### src/rtl/led_ring_decoder.sv
`default_nettype none
// ============================================================================
// led_ring_decoder : tracks a 5-position LED walker, reports steps/wraps/errors
// Optional: DWELL_MEAS_EN enables dwell-time measurement.   Revision: 1.0
// ============================================================================
module led_ring_decoder #(
  parameter int STABLE_CYC = 2,
  parameter int DWELL_W    = 16
) (
  input  logic               clk,
  input  logic               rst,
  input  logic [3:0]         led,
  output logic [2:0]         pos,
  output logic               locked,
  output logic               fault,
  output logic               step_pulse,
  output logic               dir,
  output logic               dir_valid,
  output logic               wrap_pulse,
  output logic               err_pulse,
  output logic [7:0]         err_cnt,
  output logic [DWELL_W-1:0] dwell_out
);

  localparam int SW = (STABLE_CYC < 2) ? 1 : $clog2(STABLE_CYC + 1);
  localparam logic [SW:0] STAB_ONE = (SW+1)'(1);
  localparam logic [SW:0] STAB_TGT = (SW+1)'(STABLE_CYC);

  typedef enum logic [1:0] {
    ACQ   = 2'd0,
    LOCK  = 2'd1,
    FAULT = 2'd2
  } state_t;

  state_t        state, state_nx;
  logic [3:0]    led_s;
  logic [2:0]    idx;
  logic          legal;
  logic [3:0]    delta;
  logic [SW:0]   stab_inc;
  logic [SW-1:0] stab_cnt, stab_cnt_nx;
  logic [2:0]    stab_idx, stab_idx_nx;
  logic [2:0]    pos_nx;
  logic          dir_nx, dir_valid_nx;
  logic          step_nx, wrap_nx, err_nx;
  logic [7:0]    err_cnt_nx, err_cnt_inc;
  logic          ev_step, ev_clear;

  always_comb begin
    idx   = 3'd0;
    legal = 1'b1;
    case (led_s)
      4'b0000: idx = 3'd0;
      4'b0001: idx = 3'd1;
      4'b0010: idx = 3'd2;
      4'b0100: idx = 3'd3;
      4'b1000: idx = 3'd4;
      default: legal = 1'b0;
    endcase
  end

  // Ring distance from the tracked position to the new one, in 0..4.
  always_comb begin
    delta = {1'b0, idx} + 4'd5 - {1'b0, pos};
    if (delta >= 4'd5) delta = delta - 4'd5;
  end

  assign stab_inc    = (stab_cnt != '0 && idx == stab_idx) ? ({1'b0, stab_cnt} + STAB_ONE) : STAB_ONE;
  assign err_cnt_inc = (err_cnt == 8'hFF) ? err_cnt : err_cnt + 8'd1;

  always_comb begin
    state_nx     = state;
    pos_nx       = pos;
    dir_nx       = dir;
    dir_valid_nx = dir_valid;
    step_nx      = 1'b0;
    wrap_nx      = 1'b0;
    err_nx       = 1'b0;
    err_cnt_nx   = err_cnt;
    stab_cnt_nx  = stab_cnt;
    stab_idx_nx  = stab_idx;
    ev_step      = 1'b0;
    ev_clear     = 1'b0;
    case (state)
      ACQ, FAULT: begin
        if (!legal) begin
          stab_cnt_nx = '0;
        end else if (stab_inc >= STAB_TGT) begin
          state_nx     = LOCK;
          pos_nx       = idx;
          dir_valid_nx = 1'b0;
          stab_cnt_nx  = '0;
          ev_clear     = 1'b1;
        end else begin
          stab_cnt_nx = stab_inc[SW-1:0];
          stab_idx_nx = idx;
        end
      end
      LOCK: begin
        if (!legal) begin
          state_nx     = FAULT;
          err_nx       = 1'b1;
          err_cnt_nx   = err_cnt_inc;
          dir_valid_nx = 1'b0;
          stab_cnt_nx  = '0;
          ev_clear     = 1'b1;
        end else if (idx != pos) begin
          pos_nx = idx;
          if (delta == 4'd1 || delta == 4'd4) begin
            step_nx      = 1'b1;
            dir_nx       = (delta == 4'd1);
            dir_valid_nx = 1'b1;
            wrap_nx      = (delta == 4'd1) ? (pos == 3'd4) : (pos == 3'd0);
            ev_step      = 1'b1;
          end else begin
            err_nx       = 1'b1;
            err_cnt_nx   = err_cnt_inc;
            dir_valid_nx = 1'b0;
            ev_clear     = 1'b1;
          end
        end
      end
      default: state_nx = ACQ;
    endcase
  end

  always_ff @(posedge clk or negedge rst) begin
    if (!rst) begin
      state      <= ACQ;
      led_s      <= 4'b0000;
      pos        <= 3'd0;
      dir        <= 1'b0;
      dir_valid  <= 1'b0;
      step_pulse <= 1'b0;
      wrap_pulse <= 1'b0;
      err_pulse  <= 1'b0;
      err_cnt    <= 8'd0;
      stab_cnt   <= '0;
      stab_idx   <= 3'd0;
    end else begin
      state      <= state_nx;
      led_s      <= led;
      pos        <= pos_nx;
      dir        <= dir_nx;
      dir_valid  <= dir_valid_nx;
      step_pulse <= step_nx;
      wrap_pulse <= wrap_nx;
      err_pulse  <= err_nx;
      err_cnt    <= err_cnt_nx;
      stab_cnt   <= stab_cnt_nx;
      stab_idx   <= stab_idx_nx;
    end
  end

  assign locked = (state == LOCK);
  assign fault  = (state == FAULT);

`ifdef DWELL_MEAS_EN
  localparam logic [DWELL_W-1:0] DWELL_MAX = '1;
  logic [DWELL_W-1:0] dwell_cnt;

  // Counter restarts at 1 on a step so dwell_out equals cycles the old position was held.
  always_ff @(posedge clk or negedge rst) begin
    if (!rst) begin
      dwell_cnt <= '0;
      dwell_out <= '0;
    end else if (ev_step) begin
      dwell_out <= dwell_cnt;
      dwell_cnt <= DWELL_W'(1);
    end else if (ev_clear) begin
      dwell_cnt <= '0;
    end else if (state == LOCK && dwell_cnt != DWELL_MAX) begin
      dwell_cnt <= dwell_cnt + DWELL_W'(1);
    end
  end
`else
  logic unused_dwell;
  assign unused_dwell = ev_step ^ ev_clear;
  assign dwell_out    = '0;
`endif

endmodule
`default_nettype wire

### config.mk
export PLATFORM = sky130hd
export DESIGN_NAME = led_ring_decoder
export DESIGN_NICKNAME = d
export VERILOG_FILES = /design/src/rtl/led_ring_decoder.sv
export SDC_FILE = /design/constraint.sdc
export NUM_CORES = 1
export LEC_CHECK = 0
export CORE_MARGIN = 2
export CORE_UTILIZATION = 30
export DETAILED_ROUTE_END_ITERATION = 10
export PLACE_DENSITY = 0.62
export SLEW_MARGIN = 30
export SYNTH_ARGS = -nofsm -noshare
export SYNTH_HDL_FRONTEND = slang
export SYNTH_SLANG_ARGS = --single-unit
### constraint.sdc
create_clock -name clk -period 8.6 [get_ports clk]
set_input_delay 1.72 -clock clk [delete_from_list [all_inputs] [get_ports clk]]
set_output_delay 1.72 -clock clk [all_outputs]
set_load 0.02 [all_outputs]
== After elaboration in Yosys (flattened, before gate mapping) ==
Index checks and enable logic that the tools add are counted.

* Order comparisons: 2
* Eq/ne operators: 20
* Bitwise logic cells: 1
* Muxes and demuxes: 39
* Reductions and logical operators: 16
* Add/subtract/negate cells: 5

{| class="wikitable"
|+ Operators by type and width
! kind !! count
|-
| $mux 8 || 4
|-
| $mux 1 || 18
|-
| $mux 3 || 5
|-
| $mux 2 || 6
|-
| $pmux 3 s4 || 1
|-
| $reduce_and 3->1 || 3
|-
| $add 8x1->8 const B || 1
|-
| $eq 4x1->1 const B || 2
|-
| $eq 4x3->1 const B || 2
|-
| $eq 8x8->1 const B || 1
|-
| $ne 2x2->1 const B || 4
|-
| $pmux 2 s2 || 2
|-
| $reduce_and 4->1 || 2
|-
| $ne 2x1->1 const B || 3
|-
| $pmux 3 s2 || 1
|-
| $reduce_and 5->1 || 1
|-
| $reduce_or 5->1 || 1
|-
| $add 3x3->4 const B || 1
|-
| $eq 4x2->1 const B || 1
|-
| $eq 4x4->1 const B || 1
|-
| $ge 4x3->1 const B || 1
|-
| $logic_not 4->1 || 1
|-
| $mux 4 || 1
|-
| $reduce_bool 2->1 || 2
|-
| 18 further kinds || 18
|}

* Output and inout bits: 34
* Bits in registers: 27

== Logic depth before layout (Yosys ltp) ==
Gate-level depths: netlist of run 1.

* Depth in word-level cells: 12
* Mapped depth: 15
* Mapped depth without buffers: 14

== Worst setup path after synthesis of run 1 ==
No wires, ideal clock.

* Path type: flip-flop to flip-flop
* From: reg led_s[1]
* To: reg dir
* Stages on the path, launching flop included: 16
* Path buffers: 1
* Slack: 5.343 ns
* Data arrival time: 3.131 ns
* Period minus slack after synthesis: 3.257 ns
* Required time: 8.475 ns
* Cells stage by stage: dfrtp_1 -> buf_4 -> xnor2_1 -> nor3_1 -> inv_1 -> ha_1 -> inv_1 -> ha_1 -> inv_1 -> fa_1 -> xnor2_1 -> o21ai_0 -> o211ai_1 -> nand4_4 -> nor2_4 -> mux2_4

* Cells in the longest elaborated chain, start to end: 9
* Elaborated cells on any way between the ends: 18

{| class="wikitable"
|+ RTL lines
! what !! line !! text
|-
| start, declared || 36 || <nowiki>logic [3:0] led_s;</nowiki>
|-
| start signal, assigned || 142 || <nowiki>led_s <= led;</nowiki>
|-
| $eq 4x4->1 (tied with other cells) || 52 || <nowiki>case (led_s)</nowiki>
|-
| $pmux 3 s4 || 52 ||
|-
| $add 3x3->4 || 64 || <nowiki>delta = {1'b0, idx} + 4'd5 - {1'b0, pos};</nowiki>
|-
| $sub 4x3->4 || 64 ||
|-
| $sub 4x3->4 / $ge 4x3->1 (equally long branches) || 65 || <nowiki>if (delta >= 4'd5) delta = delta - 4'd5;</nowiki>
|-
| $mux 4 || 65 ||
|-
| $eq 4x1->1 / $eq 4x3->1 (equally long branches) || 109, 111 ||
|-
| $logic_or 1x1->1 || 109 || <nowiki>if (delta == 4'd1 || delta == 4'd4) begin</nowiki>
|-
| $reduce_and 4->1 (no source line) || - ||
|-
| end signal, assigned || 144 || <nowiki>dir <= dir_nx;</nowiki>
|-
| end, declared || 17 || <nowiki>output logic dir,</nowiki>
|}

Several ways; a longest one is shown, not always the timed one.
A chain may end at the register's enable or synchronous reset.

== Final worst setup path of run 1 ==
Ends and elaborated chain as after synthesis.

==> results by stage, run 1 <==
Worst setup path:
- In this run the critical register-to-register path is launched from led_s[1]$_DFF_PN0_.
- For the worst setup path, the data required time is 8770 ps.
- The largest fanout on the critical path is 10.
- The number of cells on the worst reg-to-reg path is 14.
- The minimum setup slack among reg-to-reg paths is 4990 ps.
- The critical path's slowest cell is sky130_fd_sc_hd__dfrtp_1.
- In this run the critical register-to-register path is captured at dir$_DFFE_PN0P_.
- The worst setup path is launched from a flop.
- On the critical path the largest part of the delay comes from adder cells.
- The first element of the critical path is led_s[1]$_DFF_PN0_.
- On the worst path, the slowest cell contributes a delay of 530 ps.
- The data arrival time of the critical path is 3780 ps.
- Counting stages on the worst path, the most repeated cell is sky130_fd_sc_hd__inv_1.
- The critical path goes through xnor2_1 > nor3_1 > inv_1 > ha_1 > inv_1 > ha_1 > inv_1 > fa_1 > xnor2_1 > o21ai_0 > o211ai_1 > nand4_4 > nor2_4 > mux2_4.
- The kind of end point of the critical path is a flop.
- Together, buffers and inverters on the worst path number 3.
- The critical path is of the reg2reg type.

Floorplan:
- The standard cell core area is 5608 um2.
- In this run the horizontal extent of the chip is 80.69 um.
- The floorplan has 27 rows.
- The floorplan die height is 80.69 um.
- The floorplan step defined a die boundary enclosing 6510 um2.
- For this design the top-level I/O count stands at 40.
- Once the floorplan was initialized, standard cells occupied 31.46% of the core.

Global routing:
- The global-route wire length before repair is 5547 um.
- The via count of the first global-routing pass is 1,160.
- The initial antenna violation count is 0.
- Entering global routing, the biggest net connects 28 pins.
- Global routing used 10.92% of the available tracks.
- For this run the aggregate overflow at the end of global routing stands at 0.

Logic synthesis:
- A synthesized cell averages 10.56 um2.
- After synthesis, the largest area contributor takes up 38.30% of total cell area.
- The most instantiated flip-flop cell in the synthesis netlist is sky130_fd_sc_hd__dfrtp_1.
- The sequential area share after synthesis is 38.30%.
- In the synthesized netlist, the number of instances is 167.
- The netlist area before placement is 1764 um2.
- The cell type contributing the most total cell area after synthesis is sky130_fd_sc_hd__dfrtp_1.
- The unique cell type count in the Yosys netlist is 46.
- The synthesized flop and latch total is 27.
- For this run, asynchronously set or reset flops after synthesis account for 100.0%.
- The number of enable-type register cells in the synthesized netlist is 0.
- After synthesis, the cell types taking the most area are sky130_fd_sc_hd__dfrtp_1 38%, sky130_fd_sc_hd__buf_4 8.1%, sky130_fd_sc_hd__ha_1 6.4%.
- The number of warnings issued by yosys is 0.

Drt:
- The residual DRC count is 0.
- The detail route stage leaves a number of antenna-violating nets equal to 0.
- The number of search-and-repair iterations in the first detailed-routing pass is 4.
- The wire length per cell is 12.65 um.
- The first routing iteration left 47 violations.
- Wires add up to 3327 um.
- The number of vias after detailed routing is 1,237.
- In the routed layout, each cell is associated on average with a via count of 4.703.

Finish:
- The count of placed standard cells in the final layout, fillers left out is 263.
- 0 antenna diodes ended up in the layout.
- Leaving out fill and tap cells, the most frequent cell in the layout is sky130_fd_sc_hd__dfrtp_1.
- In the final layout, the share of cells above drive strength 1 is 12.04%.
- The area growth from synthesis to final layout is 16.31%.
- The library cells used most frequently in the layout, excluding fill and tap cells, are 27 x sky130_fd_sc_hd__dfrtp_1, 23 x sky130_fd_sc_hd__clkdlybuf4s50_1, 16 x sky130_fd_sc_hd__conb_1, 12 x sky130_fd_sc_hd__inv_1, 11 x sky130_fd_sc_hd__xnor2_1.
- The fill cell instance count of the final layout is 564.
- At the end of the flow, the number of nets in the layout was 208.

STA:
- The minimum clock period is 3611 ps.
- The clock tree skew after final layout is 6.856 ps.
- The number of failing hold endpoints at the final stage is 0.
- The worst hold margin is 517.1 ps.
- The setup TNS is 0 ps.
- Setup repair after global routing left no endpoint under its margin.
- The share of the cycle needed by the critical path after routing is 41.99%.
- The total count of max-transition violations in the final report is 0.
- The total setup violations reported at the end of the flow is 0.
- The highest clock frequency the design can meet is 0.2769 GHz.

Min path:
- For hold timing, the worst endpoint is stab_idx[2]$_DFFE_PN0P_.
- The type of the most critical hold path is reg2reg.
- The cell count of the worst hold path is 1.
- The startpoint of the most critical hold path is stab_idx[2]$_DFFE_PN0P_.

Place:
- The congestion estimate from routability-driven global placement came to 0.8482.
- The instance count after placement with tap cells included is 259.
- The sum of net half-perimeters after detailed placement is 2467 um.
- The count of buffers added on input and output ports is 23.

Status:
- The flow ran to the end, and the final reports show no timing, DRC or antenna violations.

Clock network:
- The tree is rooted in a sky130_fd_sc_hd__clkbuf_8.
- TritonCTS built the clock tree.
- The source-to-sink clock delay at the later pin of the worst-skew pair is 270 ps.
- Gates resized during post-CTS repair numbered 0.
- The H-tree depth is 1.
- Buffers inserted during clock tree synthesis total 3.
- The maximum buffer depth of the clock tree is 2.
- The hold-fix buffer count after cts is 0.
- The clock slew at the register clock pins of the worst setup and hold paths is 100 ps.
- In this run the post-CTS setup repair buffer count came out at 0.
- The tree built by TritonCTS fans out to 27 sinks.

Pwr:
- IR analysis of the VDD net gives a maximum drop of 89.42 uV.
- The power density normalized to cell area is 182.0 nW/um2.
- In this run the static leakage power is 0.9067 nW.
- After layout, the design draws a total of 0.3734 mW.

Flow run:
- Max-cap violations in this run came to 0.
[cells by family (layout without fill, tap and decap cells)]
kind of cell | Yosys count | count (layout) | share of synthesized area (%)
XOR/XNOR | 14 | 14 | 7.376
other | 1 | 16 | 0.2126
multiplexers | 7 | 7 | 4.680
adder cells (fa/ha/maj) | 10 | 10 | 7.518
AND/OR/NAND/NOR | 49 | 49 | 18.44
AO/OA/AOI/OAI | 28 | 28 | 12.84
buffers and inverters | 31 | 40 | 10.64
flip-flops | 27 | 27 | 38.30
[state kept, by name, summed over array words and instances, names as in the netlist]
name,count
dir_valid,1
dir,1
err_cnt,8
led_s,4
err_pulse,1
wrap_pulse,1
step_pulse,1
state,2
pos,3
stab_idx,3
stab_cnt,2
[synthesized netlist by cell type, types with 3 or more instances]
cell	n
sky130_fd_sc_hd__nand3_1	8
sky130_fd_sc_hd__nor2_1	6
sky130_fd_sc_hd__inv_1	12
sky130_fd_sc_hd__nor2b_1	4
sky130_fd_sc_hd__dfrtp_1	27
sky130_fd_sc_hd__buf_4	19
sky130_fd_sc_hd__nor4bb_1	3
sky130_fd_sc_hd__a21oi_1	7
sky130_fd_sc_hd__nor3_1	7
sky130_fd_sc_hd__xnor2_1	11
sky130_fd_sc_hd__ha_1	9
sky130_fd_sc_hd__mux2_2	5
sky130_fd_sc_hd__nand2_1	8
[per-layer routing]
| metal | up-vias | track usage, % | wire length (um) |
|---|---|---|---|
| met2 | 41 | 16.83 | 1452 |
| li1 | 604 | - | - |
| met5 | - | 0 | 0 |
| met3 | 0 | 2.697 | 169 |
| met1 | 592 | 16.20 | 1705 |
| met4 | 0 | 0.5085 | 0 |
[through the flow]
stage               setup WS, ps  area [um2]  utilization (%)
finish                      4989        2052            36.59
CTS                         4941        2052            36.59
detailed placement          4949        2006            35.77
floorplan                   5343        1821                -
global placement            5008        2006            35.77
global route                4679        2052            36.59
[worst max-delay path by stage]
stage,slack (ps),cells after the start,endpoint
final,4990,14,dir$_DFFE_PN0P_
after global routing,4680,14,dir$_DFFE_PN0P_
after CTS,4940,14,dir$_DFFE_PN0P_
after detailed placement,4950,14,dir$_DFFE_PN0P_
after global placement,5010,14,dir$_DFFE_PN0P_
after floorplan,5340,15,dir$_DFFE_PN0P_
[layout make-up]
| class | count | area [um2] | area share [%] |
|---|---|---|---|
| sequential | 27 | 675.6 | 32.93 |
| timing repair buffer | 24 | 237.7 | 11.59 |
| clock inverter | 1 | 5.005 | 0.2439 |
| clock buffer | 3 | 41.29 | 2.012 |
| multi-input combinational | 124 | 957.2 | 46.65 |
| inverter | 12 | 45.04 | 2.195 |
| tap | 72 | 90.09 | 4.390 |
[power by group]
part           switching (mW)  total, mW  internal, mW
clock network          0.0408     0.0732        0.0325
registers              0.0160      0.155         0.139
logic                  0.0818      0.146        0.0638
(Power assumes the default switching activity.)
==> run 2: changes to the inputs <==
Clock period 8.6 ns to 3.4 ns, I/O delays scaled along.
==> results by stage, run 2 (same netlist as run 1, synthesis figures left out) <==
Clock network:
- The clock sink count is 27 (unchanged).
- The number of buffers created by CTS is 3 (unchanged).
- The H-tree depth is 1 (unchanged).
- The clock slew at the register clock pins of the worst setup and hold paths is 100 ps (about the same).
- The TritonCTS clock tree is done.
- In this run the clock root is driven by a sky130_fd_sc_hd__clkbuf_8.
- The maximum buffer depth of the clock tree was 2 (unchanged).
- The source-to-sink clock delay at the later pin of the worst-skew pair was 290 ps (+20 ps).
- The hold-fix buffer count after cts is 0 (unchanged).

Global routing:
- The overflow left after global routing is 0 (unchanged).
- The total global-route track usage is 11.93% (+1.0 points).
- The global-route wire length before repair is 6023 um (+8.6%).
- The via count of the first global-routing pass is 1,280 (+10%).
- The initial antenna violation count is 0 (unchanged).
- The maximum number of pins on one net before global-route repair is 28 (unchanged).

Finish:
- The share of cells above drive strength 1 was 22.00% (+10 points).
- The flip-flop count of the largest register after layout is 8 (unchanged).
- The most common library cell in the layout ignoring fill and taps is sky130_fd_sc_hd__dfrtp_1.
- The largest registers in the layout are err_cnt x8, led_s x4.
- The share of the core filled with cells was 39.40% (+2.8 points).
- Leaving out fill and tap cells, the most frequent cells in the layout are 27 x sky130_fd_sc_hd__dfrtp_1, 23 x sky130_fd_sc_hd__clkdlybuf4s50_1, 16 x sky130_fd_sc_hd__conb_1, 10 x sky130_fd_sc_hd__inv_1, 9 x sky130_fd_sc_hd__buf_4.
- The fill cell instance count of the final layout is 562 (-0.35%).
- The final layout net count was 217 (+4.3%).
- Ranked by flip-flop count, first place goes to err_cnt.
- The number of antenna cells inserted is 0 (unchanged).
- The area growth from synthesis to layout is 25.25%.

STA:
- The clock tree skew after final layout is 8.086 ps (+1.231 ps).
- The highest clock frequency the design can meet is 0.3031 GHz (+9.5%).
- The total setup violations reported at the end of the flow is 0 (unchanged).
- The setup TNS is 0 ps (unchanged).
- The share of the cycle needed by the critical path after routing is 97.02% (+55 points).
- The minimum clock period was 3299 ps (-312.4 ps).
- The total count of max-transition violations in the final report is 0 (unchanged).
- Setup repair after global routing could not meet its margin everywhere.
- The number of failing hold endpoints at the final stage was 0 (unchanged).

Pwr:
- The power density normalized to cell area was 459.9 nW/um2 (+150%).
- The reported leakage power is 0.9815 nW (+8.3%).
- The worst IR drop on VDD is 271.8 uV (+200%).

Worst setup path:
- The peak per-stage delay on the critical path is 480 ps (-50 ps).
- The worst setup path is of the reg2reg kind.
- STA classifies the critical path startpoint as a flop.
- The largest fanout on the critical path is 6 (-4).
- The largest individual stage delay along the critical path comes from the cell sky130_fd_sc_hd__fa_2.
- STA classifies the critical path endpoint as a flop.
- The data arrival time of the critical path was 3480 ps (-300 ps).
- The critical path goes through xnor2_2 > nor3_2 > inv_1 > ha_4 > inv_2 > ha_4 > inv_2 > fa_2 > o21bai_4 > xnor2_2 > o31ai_4 > nand4_4 > nor2_4 > mux2_4.
- The worst endpoint required time is 3580 ps (-5190 ps).

Drt:
- The wire length per cell is 13.29 um (+5.0%).
- The number of search-and-repair iterations in the first detailed-routing pass is 4 (unchanged).
- The vias per cell is 4.724 (+0.44%).
- The residual DRC count is 0 (unchanged).
- The initial DRC count is 33 (-30%).
- The post-detailed-route count of antenna-violating nets came to 0 (unchanged).
- The total routed wirelength is 3614 um (+8.6%).
- The number of vias after detailed routing is 1,285 (+3.9%).

Floorplan:
- The die outline area is 6510 um2 (unchanged).
- The floorplan die height is 80.69 um (unchanged).
- The number of top-level pins was 40 (unchanged).
- The standard cell core area is 5608 um2 (unchanged).
- The starting density of the core is 31.46% (unchanged).
- The die outline width came to 80.69 um (unchanged).
- The number of placement rows is 27 (unchanged).

Status:
- The run finished with clean final reports.

Place:
- The sum of net half-perimeters after detailed placement was 2679 um (+8.6%).
- The number of port buffers is 23 (unchanged).
- The final estimated routing congestion in global placement is 0.8541 (+0.70%).

Min path:
- The tightest min-delay check is of the reg2reg type.

Flow run:
- The number of maximum-capacitance violations came to 0 (unchanged).
[run 2: final cells by class]
type	instances	area, um2	area share, %
Clock buffer	3	41.29	1.869
Timing Repair Buffer	33	309.0	13.99
Clock inverter	1	7.507	0.3398
Tap cell	72	90.09	4.077
Sequential cell	27	675.6	30.58
Inverter	12	45.04	2.039
Multi-Input combinational cell	124	1041	47.11
[run 2: worst max-delay path: cells and delay by family, from the launching register on]
kind | cells | cell delay (ps)
AOI/OAI and AO/OA | 2 | 470
xor gates and xnor gates | 2 | 320
adders and majority gates | 3 | 900
buffers and inverters | 3 | 200
DFF | 1 | 430
muxes | 1 | 310
and+or+nand+nor | 3 | 560
[run 2: final timing paths]
path                                         start                 endpoint  slack, ps  cells after the start
setup / recovery                led_s[2]$_DFF_PN0_          dir$_DFFE_PN0P_        100                     14
hold / removal             stab_idx[2]$_DFFE_PN0P_  stab_idx[2]$_DFFE_PN0P_        500                      1
setup reg to reg                led_s[2]$_DFF_PN0_          dir$_DFFE_PN0P_        100                     14
hold reg to reg            stab_idx[2]$_DFFE_PN0P_  stab_idx[2]$_DFFE_PN0P_        500                      1
max in group asynchronous                      rst     wrap_pulse$_DFF_PN0_       2380                      2
min in group asynchronous                      rst   err_cnt[2]$_DFFE_PN0P_        750                      2
[run 2: report_power, final]
part	switching, mW	total (mW)	internal (mW)
clock	0.112	0.195	0.0836
combinational	0.234	0.434	0.200
sequential	0.0365	0.387	0.351
total	0.382	1.02	0.634
[run 2: timing repair]
action / CTS / global route
resized for setup: 0 / 16
endpoints found under the setup margin: 0 / 12
buffers inserted: 0 / 2
[run 2: metal layers]
| layer | share of wire, % | GRT usage, % | up-vias |
|---|---|---|---|
| li1 | - | - | 617 |
| met1 | 47 | 15.63 | 625 |
| met2 | 46 | 19.08 | 36 |
| met3 | 5.6 | 3.933 | 7 |
| met4 | 1.1 | 2.712 | 0 |
| met5 | 0 | 0 | - |
[run 2: stage by stage]
| step | cell area, um2 | hold slack, ps | instances | power (mW) | setup WS (ps) |
|---|---|---|---|---|---|
| floorplan | 1821 | 384.4 | 182 | 0.6799 | 143.4 |
| global placement | 2058 | 482.2 | 266 | 0.7774 | 135.8 |
| detailed placement | 2058 | 486.4 | 266 | 0.7827 | 20.06 |
| CTS | 2107 | 508.6 | 270 | 0.9803 | 3.274 |
| global route | 2210 | 533.2 | 272 | 1.074 | -39.17 |
| finish | 2210 | 503.4 | 272 | 1.016 | 101.3 |
